File: src/rtl/uncache_unit.sv
// Single-outstanding uncached (MMIO) access sequencer between MEM1 and the AXI bridge uncache port.
// Each access is issued as one beat and completes in a one-cycle DONE state. Stores complete only on the write response.
module uncache_unit #(
    parameter int ADDR_W = 32,
    parameter int DATA_W = 32
) (
    input  logic              clk,
    input  logic              resetn,
    input  logic              MEM1_uncache_valid,
    input  logic              MEM1_DMWr,
    input  logic [1:0]        MEM1_size,
    input  logic [ADDR_W-1:0] MEM1_Paddr,
    input  logic [3:0]        MEM1_dCache_wstrb,
    input  logic [DATA_W-1:0] MEM1_wdata,
    output logic              MEM_uncache_rd_req,
    output logic [2:0]        MEM_uncache_rd_type,
    output logic [ADDR_W-1:0] MEM_uncache_rd_addr,
    input  logic              rd_rdy,
    input  logic              ret_valid,
    input  logic              ret_last,
    input  logic [DATA_W-1:0] ret_data,
    output logic              MEM_uncache_wr_req,
    output logic [2:0]        MEM_uncache_wr_type,
    output logic [ADDR_W-1:0] MEM_uncache_wr_addr,
    output logic [3:0]        MEM_uncache_wr_wstrb,
    output logic [DATA_W-1:0] MEM_uncache_wr_data,
    input  logic              wr_rdy,
    input  logic              wr_ok,
    output logic [DATA_W-1:0] uncache_Out,
    output logic              MEM_unCache_data_ok,
    output logic              uncache_last_stall
);

    typedef enum logic [2:0] {
        IDLE    = 3'd0,
        RD_REQ  = 3'd1,
        RD_WAIT = 3'd2,
        WR_REQ  = 3'd3,
        WR_WAIT = 3'd4,
        DONE    = 3'd5
    } state_e;

    state_e            state_q;
    logic [ADDR_W-1:0] addr_q;
    logic [2:0]        type_q;
    logic [3:0]        wstrb_q;
    logic [DATA_W-1:0] wdata_q;
    logic [DATA_W-1:0] out_q;
    logic              rd_req_q;
    logic              wr_req_q;
    logic              last_stall_q;

    function automatic logic [2:0] size_to_type(input logic [1:0] size);
        case (size)
            2'b00:   size_to_type = 3'b000;
            2'b01:   size_to_type = 3'b001;
            default: size_to_type = 3'b010;
        endcase
    endfunction

    // Request and stall flags are registered together with the state so they
    // line up exactly with RD_REQ / WR_REQ / DONE.
    always_ff @(posedge clk or negedge resetn) begin
        if (!resetn) begin
            state_q      <= IDLE;
            addr_q       <= '0;
            type_q       <= '0;
            wstrb_q      <= '0;
            wdata_q      <= '0;
            out_q        <= '0;
            rd_req_q     <= 1'b0;
            wr_req_q     <= 1'b0;
            last_stall_q <= 1'b0;
        end else begin
            case (state_q)
                IDLE, DONE: begin
                    last_stall_q <= 1'b0;
                    if (MEM1_uncache_valid) begin
                        addr_q  <= MEM1_Paddr;
                        type_q  <= size_to_type(MEM1_size);
                        wstrb_q <= MEM1_dCache_wstrb;
                        wdata_q <= MEM1_wdata;
                        if (MEM1_DMWr) begin
                            wr_req_q <= 1'b1;
                            state_q  <= WR_REQ;
                        end else begin
                            rd_req_q <= 1'b1;
                            state_q  <= RD_REQ;
                        end
                    end else begin
                        state_q <= IDLE;
                    end
                end
                RD_REQ: if (rd_rdy) begin
                    rd_req_q <= 1'b0;
                    state_q  <= RD_WAIT;
                end
                // Only the final beat completes a load; lone ret_valid is dropped.
                RD_WAIT: if (ret_valid && ret_last) begin
                    out_q        <= ret_data;
                    last_stall_q <= 1'b1;
                    state_q      <= DONE;
                end
                WR_REQ: if (wr_rdy) begin
                    wr_req_q <= 1'b0;
                    state_q  <= WR_WAIT;
                end
                WR_WAIT: if (wr_ok) begin
                    last_stall_q <= 1'b1;
                    state_q      <= DONE;
                end
                default: begin
                    rd_req_q     <= 1'b0;
                    wr_req_q     <= 1'b0;
                    last_stall_q <= 1'b0;
                    state_q      <= IDLE;
                end
            endcase
        end
    end

    assign MEM_uncache_rd_req   = rd_req_q;
    assign MEM_uncache_rd_type  = type_q;
    assign MEM_uncache_rd_addr  = addr_q;
    assign MEM_uncache_wr_req   = wr_req_q;
    assign MEM_uncache_wr_type  = type_q;
    assign MEM_uncache_wr_addr  = addr_q;
    assign MEM_uncache_wr_wstrb = wstrb_q;
    assign MEM_uncache_wr_data  = wdata_q;
    assign uncache_Out          = out_q;
    assign MEM_unCache_data_ok  = (state_q == IDLE) || (state_q == DONE);
    assign uncache_last_stall   = last_stall_q;

endmodule

File: config.mk
export PLATFORM = sky130hd
export DESIGN_NAME = uncache_unit
export DESIGN_NICKNAME = d
export VERILOG_FILES = /design/src/rtl/uncache_unit.sv
export SDC_FILE = /design/constraint.sdc
export NUM_CORES = 1
export LEC_CHECK = 0
export CAP_MARGIN = 20
export CORE_ASPECT_RATIO = 1.5
export CORE_MARGIN = 2
export CORE_UTILIZATION = 39
export DETAILED_ROUTE_END_ITERATION = 12
export GPL_TIMING_DRIVEN = 0
export PLACE_DENSITY_LB_ADDON = 0.08
export SYNTH_ARGS = -nofsm -noshare
export SYNTH_HDL_FRONTEND = slang
export SYNTH_SLANG_ARGS = --single-unit
File: constraint.sdc
create_clock -name clk -period 2.05 [get_ports clk]
set_clock_uncertainty 0.2 [all_clocks]
set_input_delay 0.615 -clock clk [delete_from_list [all_inputs] [get_ports clk]]
set_output_delay 0.615 -clock clk [all_outputs]
set_load 0.005 [all_outputs]
; After elaboration in Yosys (flattened, before gate mapping)
; Cells that the tools add are included.
[totals]
in_bits = 111
elab_cells = 58
ff_bits = 109
[classes]
reduce_logical = 14
muxes = 19
bitwise = 3
eq_ne = 13
[ops]
columns = cell, count
row1 = $mux 3, 5
row2 = $pmux 3 s5, 1
row3 = $ne 2x2->1 const B, 7
row4 = $reduce_and 4->1, 3
row5 = $pmux 1 s3, 3
row6 = $mux 1, 8
row7 = $eq 3x2->1 const B, 2
row8 = $eq 3x3->1 const B, 2
row9 = $reduce_or 3->1, 2
row10 = $pmux 2 s2, 1
row11 = $reduce_and 2->1, 2
row12 = $reduce_or 2->1, 2
row13 = $eq 3x1->1 const B, 1
row14 = $logic_not 3->1, 1
row15 = $not 1->1, 3
row16 = $reduce_and 3->1, 1
row17 = $eq 2x1->1 const B, 1
row18 = $logic_not 2->1, 1
row19 = $mux 2, 1
row20 = $logic_and 1x1->1, 1
row21 = $logic_or 1x1->1, 1

; Longest topological paths before layout
[logic_depth]
ltp_word = 4
mapped_depth = 6
mapped_depth_nobuf = 3

; Worst setup path after synthesis
; Ideal clock, no wire load.
[synth_timing]
path_type = in2reg
from = input port MEM1_uncache_valid
to = register wdata_q[20], in the netlist MEM_uncache_wr_data[20]
required_ns = 1.725
path_slack_ns = -0.009
cell_stages = 4
arrival_ns = 1.734
cell_sequence = inv_1 > nor4_4 > buf_6 > mux2_4
[synth_between]
elab_chain_len = 1
[synth_rtl]
columns = element, line_no
row1 = from (decl), 9  ; input logic MEM1_uncache_valid,
row2 = $reduce_and 2->1 (no source line), --
row3 = to (signal assigned), 82  ; wdata_q <= MEM1_wdata;
row4 = to (decl), 47  ; logic [DATA_W-1:0] wdata_q;
; No other way between the ends.
; A chain may end at the register's enable or synchronous reset.

; Worst setup path after layout
[layout_timing]
from = register out_q[13], in the netlist uncache_Out[13]
to = output port uncache_Out[13]
[layout_rtl]
columns = element, line_no
row1 = from (decl), 48  ; logic [DATA_W-1:0] out_q;
row2 = from (signal assigned), 100  ; out_q <= ret_data;
row3 = to (decl), 29  ; output logic [DATA_W-1:0] uncache_Out,
; No word-level cell between the ends.

==> impl_metrics.json <==
{
  "status": "completed",
  "port_buffers": 250,
  "cts.clk_slew.worst_paths_ns": 0.07,
  "synthFlopType": "sky130_fd_sc_hd__dfrtp_1",
  "drt_first_iter_violations": 57,
  "total_half_perimeter_wirelength_after_legalization_and_detailed_placement_microns": 9430,
  "die_w_microns": 92.3,
  "timing.final.crit_share_pct": 98.6,
  "grt_first_pass_wirelength_microns": 19000,
  "syn_inst": 302,
  "final.min_clock_period_ns": 2.02,
  "antenna_cells_inserted": 0,
  "max_cap_viol_count": 0,
  "layout_common_cells": "sky130_fd_sc_hd__clkdlybuf4s50_1, sky130_fd_sc_hd__dfrtp_1, sky130_fd_sc_hd__mux2_2, sky130_fd_sc_hd__dlymetal6s2s_1, sky130_fd_sc_hd__dlygate4sd2_1",
  "wirelength_microns": 12800,
  "finalHoldWorstSlack_ns": 0.0468,
  "vias": 3489,
  "synth_sequential_area_ratio_pct": 59.2,
  "cp_cell_sequence": "clkdlybuf4s50_1",
  "post_layout_nonfiller_instances": 748,
  "timing.final.setup_violations": 0,
  "powerDensity_mw_per_mm2": 1470,
  "relSlewSlack_pct": 64.4,
  "max-clock-path-buffers": 2,
  "die_y_microns": 136,
  "grt_start_max_net_pins": 71,
  "antenna_violations_before_repair": 0,
  "end_kind": "output port",
  "finalWeightedCongestion": 0.774,
  "clock-sinks": 108,
  "post_synth_mux_area_share_pct": 26.2,
  "p_total_w": 0.0119,
  "clk_root_buffer_cell": "sky130_fd_sc_hd__clkbuf_16",
  "cts_made_buffers": 9,
  "synth_edf_count": 0,
  "grt_busiest_layer": "met2",
  "worst_path_dominant_cell_family": "buffers and inverters",
  "starting_density_of_the_core_pct": 39.8,
  "coreArea_sq_mm": 0.0115,
  "grtUsageMet3_pct": 5.62,
  "vias_per_cell": 4.66,
  "synthXorXnorAreaFrac_pct": 0,
  "synth-simple-area-share_pct": 2.63,
  "grtUsageMet2_pct": 35.0,
  "synthesized_cell_area_sq_mm": 0.00456,
  "p_r_area_growth_vs_syn_pct": 78.0,
  "final_critical_path_setup_slack_ns": 0.0290,
  "detail-route-antenna-nets": 0,
  "critical_path_arrival_ns": 1.21,
  "dp_slack_ns": -0.657,
  "synthesis.area_per_instance_sq_um": 15.1,
  "io_pins": 253,
  "drc": 0,
  "groute.layer.met1.usage_pct": 21.9,
  "cp_slowest_cell": "sky130_fd_sc_hd__clkdlybuf4s50_1",
  "critical_path.n_buffers_inverters": 1,
  "grt_setup_unrepaired": "yes",
  "tritoncts": "yes",
  "compound_cell_area_share_of_the_yosys_netlist_pct": 2.74,
  "insertion_delay_ns": 0.34,
  "adder_cell_share_of_the_synthesized_area_pct": 0,
  "worstPathRequired_ns": 1.23,
  "grt.overflow.total": 0,
  "clock_tree.htree_level_count": 3,
  "worst_pin_slew_ns": 0.534,
  "design.die.area_sq_mm": 0.0126,
  "worst-path-max-fanout": 2,
  "hold_crit_class": "in -> async",
  "synth.yosys.warnings": 0,
  "layout_commonest_cell": "sky130_fd_sc_hd__clkdlybuf4s50_1",
  "final_layout_size_suffix_gt1_share_pct": 32.6,
  "crit_path_max_incr_delay_ns": 0.52,
  "drt-wirelength-per-cell_microns": 17.1,
  "via_count_of_the_first_global_routing_pass": 3622,
  "timing.final.hold_violations": 0,
  "ys_async_sr_fraction_pct": 100,
  "setup.worst_path.class": "reg -> out",
  "ir_worst_vdd_v": 0.000624,
  "drtPass1Iterations": 4,
  "combinational_family_with_the_most_area_after_synthesis": "multiplexers",
  "grt.total_usage_pct": 19.6,
  "timing.fmax_mhz": 495,
  "leakagePower_nw": 4.18,
  "cts_hold_buffers": 0,
  "final_max_slew_viol_count": 0,
  "numPlacedInstances": 704,
  "num-nets-final": 704,
  "num_rows": 48,
  "ys_ff_latch": 108,
  "cp-start-kind": "register",
  "number_of_distinct_library_cell_variants_in_the_gate_level_netlist_after_synthesis": 31
}
layout make-up:
type | count | area [sq um]
fill | 835 | 3350
timing repair buffer | 281 | 2950
sequential | 108 | 2700
multi-input combinational | 138 | 1540
buffer | 48 | 434
clock buffer | 12 | 236
tap | 150 | 188
clock inverter | 4 | 50.0
inverter | 7 | 26.3
path summary, 6_finish.rpt:
| kind | from | end | slack, ns | cells past startpoint |
|---|---|---|---|---|
| max reg2reg | state_q[0] | MEM_uncache_wr_data[25] | 0.08 | 7 |
| min | resetn | MEM_uncache_rd_addr[26] | 0.05 | 1 |
| min reg2reg | uncache_Out[25] | uncache_Out[25] | 0.29 | 1 |
| max in group asynchronous | resetn | state_q[1] | 0.87 | 2 |
| min in group clk | uncache_Out[25] | uncache_Out[25] | 0.29 | 1 |
| max | uncache_Out[13] | uncache_Out[13] | 0.03 | 1 |
cells in the mapped netlist, drive strengths merged, types with 2 or more instances:
library cell  instances  area, sq um
dfrtp               108         2700
mux2                102         1190
buf                  48          383
inv                   7         26.3
o21ai                 6         30.0
nor2b                 5         46.3
a21boi                2         15.0
a21oi                 2         10.0
a221oi                2         17.5
clkbuf                2         7.51
nand3                 2         10.0
nor2                  2         7.51
per-layer routing:
layer | share of wire, % | wire [microns]
met1 | 37 | 4710
met2 | 54 | 6860
met3 | 6.8 | 863
met4 | 2.5 | 325
met5 | 0 | 0
state kept, by name, indices dropped and copies added, names as in the netlist:
name	flops
MEM_uncache_rd_addr	32
MEM_uncache_rd_req	1
MEM_uncache_rd_type	2
MEM_uncache_wr_data	32
MEM_uncache_wr_req	1
MEM_uncache_wr_wstrb	4
state_q	3
uncache_Out	32
uncache_last_stall	1
stage by stage:
step	util (%)	cell area (sq um)	setup TNS [ns]
2_1_floorplan	-	4570	0
3_3_place_gp	63.3	7260	-489.10
3_5_place_dp	63.5	7280	-59.43
4_1_cts	68.7	7880	-0.731
5_1_grt	70.8	8120	-0.0301
6_report	70.8	8120	0
logic make-up after synthesis:
kind of cell    after synthesis
other cells                   1
mux                         103
simple gates                 15
buf+inv                      57
flops                       108
compound gates               18
report_power, final:
part | switching [W] | internal (W)
clock network | 0.000745 | 0.000947
logic | 0.00197 | 0.00442
registers | 0.000638 | 0.00322
total | 0.00335 | 0.00859
what timing repair did:
item | CTS | global route
setup buffers | 17 | 9
gates resized for setup | 110 | 62
pin swaps | 1 | 1
cloned | 3 | 1
endpoints found under the setup margin | 162 | 150
Note: power is estimated with default switching activity, not from simulation.
